<file path="src/rtl/adder_rr_arbiter.sv">
// Round-robin arbiter that shares one adder/parity unit among NREQ requesters.
// The granted sum is held in a single-entry result slot drained by a valid/ready consumer.
module adder_rr_arbiter #(
  parameter int NREQ  = 4,
  parameter int WIDTH = 8,
  parameter int CNTW  = 16
) (
  input  logic                      clk,
  input  logic                      rst,
  input  logic [NREQ-1:0]           req_valid,
  output logic [NREQ-1:0]           req_ready,
  input  logic [NREQ*WIDTH-1:0]     req_a,
  input  logic [NREQ*WIDTH-1:0]     req_b,
  output logic                      rsp_valid,
  input  logic                      rsp_ready,
  output logic [WIDTH-1:0]          rsp_sum,
  output logic                      rsp_parity,
  output logic [$clog2(NREQ)-1:0]   rsp_id,
  output logic [CNTW-1:0]           txn_count
);

  localparam int IDW = $clog2(NREQ);
  localparam logic [0:0] EMPTY = 1'b0;
  localparam logic [0:0] FULL  = 1'b1;

  logic [WIDTH-1:0] a_arr [NREQ];
  logic [WIDTH-1:0] b_arr [NREQ];

  generate
    for (genvar gi = 0; gi < NREQ; gi++) begin : g_unpack
      assign a_arr[gi] = req_a[gi*WIDTH +: WIDTH];
      assign b_arr[gi] = req_b[gi*WIDTH +: WIDTH];
    end
  endgenerate

  logic [0:0]       state_q, state_d;
  logic [IDW-1:0]   ptr_q, ptr_d;
  logic [WIDTH-1:0] sum_q, sum_d;
  logic             par_q, par_d;
  logic [IDW-1:0]   id_q, id_d;
  logic [CNTW-1:0]  cnt_q, cnt_d;

  logic [IDW-1:0]   grant;
  logic [IDW:0]     idx_w;
  logic             any_valid;
  logic             slot_free;
  logic             accept;
  logic [WIDTH-1:0] sum_new;

  // Scan from the highest offset down so the lowest offset from ptr wins.
  always_comb begin
    grant     = ptr_q;
    any_valid = 1'b0;
    idx_w     = '0;
    for (int k = NREQ - 1; k >= 0; k--) begin
      idx_w = {1'b0, ptr_q} + (IDW+1)'(k);
      if (idx_w >= (IDW+1)'(NREQ)) begin
        idx_w = idx_w - (IDW+1)'(NREQ);
      end
      if (req_valid[idx_w[IDW-1:0]]) begin
        grant     = idx_w[IDW-1:0];
        any_valid = 1'b1;
      end
    end
  end

  assign slot_free = (state_q == EMPTY) | rsp_ready;
  assign accept    = any_valid & slot_free & ~rst;
  assign sum_new   = a_arr[grant] + b_arr[grant];

  always_comb begin
    req_ready = '0;
    if (accept) begin
      req_ready[grant] = 1'b1;
    end
  end

  always_comb begin
    state_d = state_q;
    ptr_d   = ptr_q;
    sum_d   = sum_q;
    par_d   = par_q;
    id_d    = id_q;
    cnt_d   = cnt_q;
    if (accept) begin
      state_d = FULL;
      sum_d   = sum_new;
      par_d   = ^sum_new;
      id_d    = grant;
      ptr_d   = (grant == IDW'(NREQ - 1)) ? '0 : grant + 1'b1;
      cnt_d   = (&cnt_q) ? cnt_q : cnt_q + 1'b1;
    end else if ((state_q == FULL) && rsp_ready) begin
      state_d = EMPTY;
    end
  end

  always_ff @(posedge clk) begin
    if (rst) begin
      state_q <= EMPTY;
      ptr_q   <= '0;
      sum_q   <= '0;
      par_q   <= 1'b0;
      id_q    <= '0;
      cnt_q   <= '0;
    end else begin
      state_q <= state_d;
      ptr_q   <= ptr_d;
      sum_q   <= sum_d;
      par_q   <= par_d;
      id_q    <= id_d;
      cnt_q   <= cnt_d;
    end
  end

  assign rsp_valid  = (state_q == FULL);
  assign rsp_sum    = sum_q;
  assign rsp_parity = par_q;
  assign rsp_id     = id_q;
  assign txn_count  = cnt_q;

endmodule

</file>
<file path="config.mk">
export PLATFORM = sky130hd
export DESIGN_NAME = adder_rr_arbiter
export DESIGN_NICKNAME = d
export VERILOG_FILES = /design/src/rtl/adder_rr_arbiter.sv
export SDC_FILE = /design/constraint.sdc
export NUM_CORES = 1
export LEC_CHECK = 0
export CELL_PAD_IN_SITES_DETAIL_PLACEMENT = 1
export CELL_PAD_IN_SITES_GLOBAL_PLACEMENT = 1
export CORE_MARGIN = 4
export CORE_UTILIZATION = 32
export DETAILED_ROUTE_END_ITERATION = 10
export PLACE_DENSITY = 0.87
export SETUP_SLACK_MARGIN = 0.1
export SLEW_MARGIN = 15
export SYNTH_ARGS = -nofsm -noshare
export SYNTH_HDL_FRONTEND = slang
export SYNTH_SLANG_ARGS = --single-unit
</file>
<file path="constraint.sdc">
create_clock -name clk -period 6.4 [get_ports clk]
set_clock_uncertainty 0.05 [all_clocks]
set_input_delay 1.28 -clock clk [delete_from_list [all_inputs] [get_ports clk]]
set_output_delay 1.28 -clock clk [all_outputs]
set_load 0.02 [all_outputs]
</file>
==> results.txt, run 1 <==
----------------------------------------------------
[Outcome]
  Outcome ... finished, final reports clean

[Critical path]
  Required arrival time at the worst endpoint ... 6.50 ns
  Setup slack of the most critical reg-to-reg path ... 2.28 ns
  Worst reg2reg path startpoint ... ptr_q[0]
  WP data arrival ... 5.44 ns
  Startpoint of the worst setup timing path ... req_valid[0]
  Critical path launch point type ... primary input
  Path depth of the worst reg2reg path ... 14
  Maximum fanout along the worst path ... 47
  Setup crit end kind ... register
  Kind of critical path ... in2reg
  Endpoint of the worst-slack reg-to-reg timing path ... rsp_parity

[Route]
  Vias per inst ... 5.06
  Total wirelength of the detailed-routed design ... 7.32 mm
  Total vias in the final route ... 2264
  Post-route DRC violation count ... 0
  Count of routing violations after the opening detailed-route iteration ... 62
  Antenna Nets Post-Route ... 0
  Detail-routed net length per standard cell ... 16.4 um
  Detailed-router iteration count before antenna repair ... 4

[Place]
  Routability congestion estimate from global placement ... 0.815
  Count of port buffers added during placement ... 102
  Detail Placement HPWL ... 5.93 mm

[Yosys]
  Sequential area share after synthesis ... 0.271
  Adder-cell area share of the yosys netlist ... 0.0767
  Synthesized-area fraction occupied by ao, oa, aoi and oai cells ... 0.163
  Synthesized cell area ... 2220 um^2
  Share of synthesized area spent on multiplexers ... 0.113
  Total of flip-flops plus latches after synthesis ... 30
  Net Count, Synth ... 352
  Number of instances in the synthesized netlist ... 268
  Synth Area in XOR/XNOR ... 0.103
  Largest family of logic cells by synthesized area ... simple AND/OR/NAND/NOR gates
  Proportion of synthesized flip-flops having asynchronous set or reset ... 0
  Area fraction in and, or, nand and nor cells after synthesis ... 0.235
  Count of warnings emitted by yosys ... 0
  Cell variety after synth ... 35
  Top_reg_cell synth ... sky130_fd_sc_hd__dfxtp_1
  Number of flops mapped to enable cells by yosys ... 0
  Post-Synthesis Mean Instance Area ... 8.28 um^2

[Clock tree]
  Clock buffers created by TritonCTS ... 5
  Number of buffers added for setup after CTS ... 0
  Number of H-tree levels ... 2
  Deepest clock path buffer count ... 2
  Clock Sink Count ... 30
  # hold bufs at CTS ... 0
  CTS tree ... built
  Cell at the root of the clock tree ... sky130_fd_sc_hd__clkbuf_8
  Clock latency at the later pin of the worst-skew pair ... 0.28 ns
  PostCTS Resize Cnt ... 0
  Clock transition at the registers of the reported paths ... 0.06 ns

[STA]
  Hold slack ... 0.440 ns
  Post-route clock period utilization ... 0.835
  Highest achievable clock rate ... 0.187 GHz
  Final hold viol count ... 0
  Final number of max-transition violations ... 0
  Slew at the pin closest to its max-slew limit ... 0.680 ns
  Worst max-slew margin expressed relative to the limit ... 0.547
  Accumulated negative setup slack ... 0 ns
  Unrepaired setup endpoints after global routing ... false
  Setup-failing EPs final ... 0
  Minimum clock period after layout ... 5.35 ns

[GRT]
  First-pass GRT wire length ... 12.1 mm
  Number of antenna violations at the first check in global routing ... 0
  Pin count of the biggest net entering global routing ... 48
  Vias in the first global route ... 2496
  All-layer global routing usage ... 0.181
  Total overflow reported by the global router ... 0

[Worst hold path]
  Worst hold-check path type ... reg2reg
  Hold wc startpoint ... rsp_sum[2]
  Hold worst-path end ... rsp_sum[2]
  Hold Path Depth ... 2

[Layout]
  Final layout net count ... 450
  Growth of design area from synthesis to finish ... 54.2%
  Fraction of layout cells with a size suffix above 1 ... 0.0409
  Diodes inserted ... 0

[Power and ir drop]
  Total power of the final layout ... 1.18 mW
  Standby leakage power ... 1.30 nW
  Power density over the cells ... 346 nW/um^2
  Maximum vdd ir drop ... 0.000171 V

[Die]
  Row Count ... 30
  X dimension of the die ... 91.3 um
  I/O pin total ... 103
  Total Die Area ... 8330 um^2
  Vertical die dimension ... 91.3 um
  Std-Cell Core Area ... 6760 um^2
  Effective utilization at floorplan ... 0.329

[Job]
  Count of maximum capacitance violations ... 0

----------------------------------------------------
[worst max-delay path, cell delays in order]
cell and delay (ns):
sky130_fd_sc_hd__clkdlybuf4s50_1 0.49, sky130_fd_sc_hd__nor2b_1 0.20, sky130_fd_sc_hd__o41ai_4 0.31, sky130_fd_sc_hd__buf_4 0.53, sky130_fd_sc_hd__mux2i_1 0.34, sky130_fd_sc_hd__mux2i_1 0.17, sky130_fd_sc_hd__ha_1 0.33, sky130_fd_sc_hd__a211oi_1 0.29
sky130_fd_sc_hd__nor3b_1 0.11, sky130_fd_sc_hd__nor3_1 0.14, sky130_fd_sc_hd__o21bai_1 0.09, sky130_fd_sc_hd__a21oi_1 0.23, sky130_fd_sc_hd__xnor3_1 0.48, sky130_fd_sc_hd__xnor3_1 0.39, sky130_fd_sc_hd__o21ai_1 0.06
[registers in the layout, indices dropped and copies added (netlist names)]
| signal | flops |
|---|---|
| ptr_q | 2 |
| rsp_id | 2 |
| txn_count | 16 |
| rsp_parity | 1 |
| rsp_sum | 8 |
| rsp_valid | 1 |
[metrics by stage]
step | instance area (um^2) | utilization | cells | setup WS, ns
3_3_place_gp | 3310 | 0.490 | 439 | 1.09
6_report | 3420 | 0.507 | 447 | 1.05
3_5_place_dp | 3310 | 0.490 | 439 | 0.767
2_1_floorplan | 2220 | - | 268 | 1.62
4_1_cts | 3420 | 0.507 | 447 | 0.999
5_1_grt | 3420 | 0.507 | 447 | 0.727
[per-layer routing]
layer | global-route usage | share of wire | vias to the layer above
li1 | - | - | 1137
met5 | 0 | 0 | -
met4 | 0.0440 | 0.018 | 0
met3 | 0.0340 | 0.032 | 13
met1 | 0.205 | 0.41 | 1068
met2 | 0.345 | 0.54 | 46
[layout make-up]
type,instances,area (um^2)
sequential,30,601
timing repair buffer,105,1040
tap,80,100
multi-input combinational,216,1540
fill,807,3330
inverter,8,30.0
clock buffer,8,110
[synth_stat cells (2+ instances only)]
library cell               instances  area (um^2)
sky130_fd_sc_hd__a211oi_1         15          113
sky130_fd_sc_hd__a21oi_1          20          100
sky130_fd_sc_hd__and2_1            5         31.3
sky130_fd_sc_hd__and4_1            2         17.5
sky130_fd_sc_hd__buf_2             2         10.0
sky130_fd_sc_hd__clkbuf_1         12         45.0
sky130_fd_sc_hd__dfxtp_1          30          601
sky130_fd_sc_hd__ha_1             12          150
sky130_fd_sc_hd__inv_1             7         26.3
sky130_fd_sc_hd__mux2i_1          25          250
sky130_fd_sc_hd__nand2_1          18         67.6
sky130_fd_sc_hd__nand2b_1          4         25.0
sky130_fd_sc_hd__nand3_1           2         10.0
sky130_fd_sc_hd__nand3b_1          8         60.1
sky130_fd_sc_hd__nand4_1           5         31.3
sky130_fd_sc_hd__nor2_1           22         82.6
sky130_fd_sc_hd__nor2b_1          18          113
sky130_fd_sc_hd__nor3_1            6         30.0
sky130_fd_sc_hd__o21ai_0          12         60.1
sky130_fd_sc_hd__o21ai_1           4         20.0
sky130_fd_sc_hd__or3_1             5         31.3
sky130_fd_sc_hd__xnor2_1          13          114
sky130_fd_sc_hd__xnor3_1           2         45.0
sky130_fd_sc_hd__xor2_1            8         70.1
[cell usage in the layout (no fill, tap or decap), drive strengths merged]
master	n
dfxtp	30
a211oi	15
xnor3	2
and2	5
clkbuf	8
o21bai	1
o221a	1
nand2	18
a21oi	20
mux2i	25
nor4	1
and4	2
clkdlybuf4s50	102
or3	5
o21ai	16
a21o	1
nand4	5
fa	1
ha	12
nand3b	8
xnor2	13
o31ai	1
o31a	1
nor2	22
nand2b	4
buf	3
nor3	6
nor4b	1
nor3b	1
xor2	8
nor2b	18
inv	8
nand3	2
o41ai	1
[kinds of logic after synthesis]
kind of cell	after synthesis
multiplexers	25
XOR/XNOR	23
AND/OR/NAND/NOR	98
AO/OA/AOI/OAI	57
buffers and inverters	22
adder cells (fa/ha/maj)	13
flip-flops	30
[where the power goes]
group,internal [mW],total [mW],switching (mW)
registers,0.218,0.239,0.0209
logic,0.396,0.767,0.371
clock network,0.108,0.178,0.0695
[worst max path at each step]
stage | endpoint | cells past startpoint
detailed placement | rsp_parity | 15
floorplan | rsp_parity | 15
finish | rsp_parity | 15
CTS | rsp_parity | 15
global route | rsp_parity | 15
global placement | rsp_parity | 15
Note: power is estimated with default switching activity, not from simulation.
==> run 2, diff against run 1 <==
- CORE_UTILIZATION: 32 -> 29
- PLACE_DENSITY: 0.87 -> 0.8
- clock period: 6.4 -> 5.3 ns (I/O delays scaled with it)
==> results.txt, run 2 (synthesis results as in run 1) <==
----------------------------------------------------
[STA]
  Setup-failing EPs final ... 0 (unchanged)
  Post-route clock period utilization ... 0.906
  Worst max-slew margin expressed relative to the limit ... 0.589 (was 0.547)
  Hold slack ... 0.430 ns (was 0.440 ns)
  Final hold viol count ... 0 (unchanged)
  Worst Slack Setup Final ... 0.500 ns (was 1.05 ns)
  Minimum clock period after layout ... 4.80 ns
  Final number of max-transition violations ... 0 (unchanged)
  Unrepaired setup endpoints after global routing ... false (unchanged)
  Accumulated negative setup slack ... 0 ns (unchanged)
  Slew at the pin closest to its max-slew limit ... 0.611 ns (was 0.680 ns)
  Highest achievable clock rate ... 0.208 GHz

[Layout]
  Final layout net count ... 452 (was 450)
  Finished Core Util ... 0.474 (was 0.507)
  Diodes inserted ... 0 (unchanged)
  Top library cells by usage in the layout, fill and taps aside ... sky130_fd_sc_hd__clkdlybuf4s50_1, sky130_fd_sc_hd__dfxtp_1, sky130_fd_sc_hd__mux2i_1, sky130_fd_sc_hd__nor2_1, sky130_fd_sc_hd__a21oi_1 (unchanged)
  Number of flip-flops under the largest register name ... 16 (unchanged)
  Growth of design area from synthesis to finish ... 56.5% (was 54.2%)
  Leading cell type in the layout, fill and taps excluded ... sky130_fd_sc_hd__clkdlybuf4s50_1 (unchanged)
  Fraction of layout cells with a size suffix above 1 ... 0.0461 (was 0.0409)

[Clock tree]
  CTS tree ... built (unchanged)
  Number of buffers added for setup after CTS ... 0 (unchanged)
  Deepest clock path buffer count ... 2 (unchanged)
  Clock latency at the later pin of the worst-skew pair ... 0.28 ns (about the same)
  Clock transition at the registers of the reported paths ... 0.06 ns (about the same)
  PostCTS Resize Cnt ... 0 (unchanged)
  Number of H-tree levels ... 2 (unchanged)
  # hold bufs at CTS ... 0 (unchanged)
  Cell at the root of the clock tree ... sky130_fd_sc_hd__clkbuf_8 (unchanged)
  Clock buffers created by TritonCTS ... 5 (unchanged)
  Clock Sink Count ... 30 (unchanged)

[Critical path]
  WP data arrival ... 4.89 ns (was 5.44 ns)
  Maximum single-stage delay on the critical path ... 0.51 ns (was 0.53 ns)
  Kind of critical path ... in2reg (unchanged)
  Required arrival time at the worst endpoint ... 5.39 ns (was 6.50 ns)
  Library cell contributing the largest single delay on the critical path ... sky130_fd_sc_hd__clkdlybuf4s50_1 (was sky130_fd_sc_hd__buf_4)
  Cells along the critical path ... clkdlybuf4s50_1, nor2b_1, o41ai_4, buf_12, nor2b_1, a211oi_1, a21oi_1, ha_1, a211oi_1, nor3b_1, nor3_1, o21bai_1, a21oi_1, xnor3_1, xnor3_1, o21ai_1 (was clkdlybuf4s50_1, nor2b_1, o41ai_4, buf_4, mux2i_1, mux2i_1, ha_1, a211oi_1, nor3b_1, nor3_1, o21bai_1, a21oi_1, xnor3_1, xnor3_1, o21ai_1)
  Critical path launch point type ... primary input (unchanged)
  Setup crit end kind ... register (unchanged)
  Maximum fanout along the worst path ... 47 (unchanged)

[Job]
  Count of maximum capacitance violations ... 0 (unchanged)

[GRT]
  Number of antenna violations at the first check in global routing ... 0 (unchanged)
  First-pass GRT wire length ... 11.7 mm (was 12.1 mm)
  All-layer global routing usage ... 0.163 (was 0.181)
  Total overflow reported by the global router ... 0 (unchanged)
  Vias in the first global route ... 2365 (was 2496)
  Pin count of the biggest net entering global routing ... 48 (unchanged)

[Place]
  Count of port buffers added during placement ... 102 (unchanged)
  Routability congestion estimate from global placement ... 0.769 (was 0.815)
  Worst slack after detailed placement ... 0.213 ns (was 0.767 ns)
  Detail Placement HPWL ... 5.87 mm (was 5.93 mm)

[Route]
  Vias per inst ... 4.87 (was 5.06)
  Antenna Nets Post-Route ... 0 (unchanged)
  Detail-routed net length per standard cell ... 15.6 um (was 16.4 um)
  Post-route DRC violation count ... 0 (unchanged)
  Detailed-router iteration count before antenna repair ... 4 (unchanged)
  Total vias in the final route ... 2278 (was 2264)
  Total wirelength of the detailed-routed design ... 7.31 mm (was 7.32 mm)
  Count of routing violations after the opening detailed-route iteration ... 46 (was 62)

[Die]
  Effective utilization at floorplan ... 0.303 (was 0.329)
  X dimension of the die ... 95.5 um (was 91.3 um)
  Vertical die dimension ... 95.5 um (was 91.3 um)
  Total Die Area ... 9120 um^2 (was 8330 um^2)
  Std-Cell Core Area ... 7330 um^2 (was 6760 um^2)
  Row Count ... 31 (was 30)
  I/O pin total ... 103 (unchanged)

[Power and ir drop]
  Net load switching power ... 553 uW (was 462 uW)
  Power density over the cells ... 412 nW/um^2 (was 346 nW/um^2)
  Maximum vdd ir drop ... 0.000247 V (was 0.000171 V)
  Power share of the sequential group ... 0.200 (was 0.202)
  Relative contribution of combinational cells to total power ... 0.650 (was 0.648)
  Clock Power Share ... 0.150 (about the same)
  Design internal power ... 880 uW (was 722 uW)
  Standby leakage power ... 1.31 nW (was 1.30 nW)
  Fraction of power spent switching nets ... 0.386 (was 0.390)

[Outcome]
  Outcome ... finished, final reports clean (unchanged)

[Worst hold path]
  Worst hold-check path type ... reg2reg (unchanged)

----------------------------------------------------
==> run 2: cell count changes in the layout (fill, tap and decap cells not counted) <==
cell                     previous run  this run
sky130_fd_sc_hd__buf_4              3         4
sky130_fd_sc_hd__buf_12             0         1
==> run 2: path summary, 6_finish.rpt <==
path | start | endpoint | slack (ns) | depth (start not counted)
worst max-delay path | req_valid[0] | rsp_parity | 0.50 | 16
worst min-delay path | rsp_sum[3] | rsp_sum[3] | 0.43 | 2
worst max register to register | ptr_q[0] | rsp_parity | 1.52 | 15
worst min register to register | rsp_sum[3] | rsp_sum[3] | 0.43 | 2
==> run 2: stage by stage <==
step	area, um^2	power [mW]	cells
2_1_floorplan	2220	0.959	268
3_3_place_gp	3360	1.19	460
3_5_place_dp	3360	1.22	460
4_1_cts	3470	1.45	468
5_1_grt	3470	1.54	468
6_report	3470	1.43	468
==> run 2: worst max-delay path: cells and delay by family <==
family | cells | cell delay (ns)
AOI/OAI and AO/OA | 7 | 1.37
xor gates and xnor gates | 2 | 0.82
adders and majority gates | 1 | 0.26
buffers and inverters | 2 | 0.80
and+or+nand+nor | 4 | 0.55
==> run 2: final cells by class <==
cell class,count,area (um^2)
timing repair buffer,107,1070
tap,99,124
fill,852,3860
multi-input combinational,216,1540
inverter,8,30.0
sequential,30,601
clock buffer,8,110
==> run 2: per-layer routing <==
layer  GRT usage  share of wire
met1       0.198           0.42
met2       0.301           0.53
met3      0.0260          0.038
met4      0.0332         0.0093
met5           0              0
==> run 2: power by group through the flow <==
stage / clock [mW] / sequential, mW / combinational (mW)
2_1_floorplan: 0 / 0.322 / 0.637
3_3_place_gp: 0 / 0.290 / 0.899
6_report: 0.215 / 0.287 / 0.931
4_1_cts: 0.219 / 0.287 / 0.942
3_5_place_dp: 0 / 0.290 / 0.933
5_1_grt: 0.231 / 0.291 / 1.02
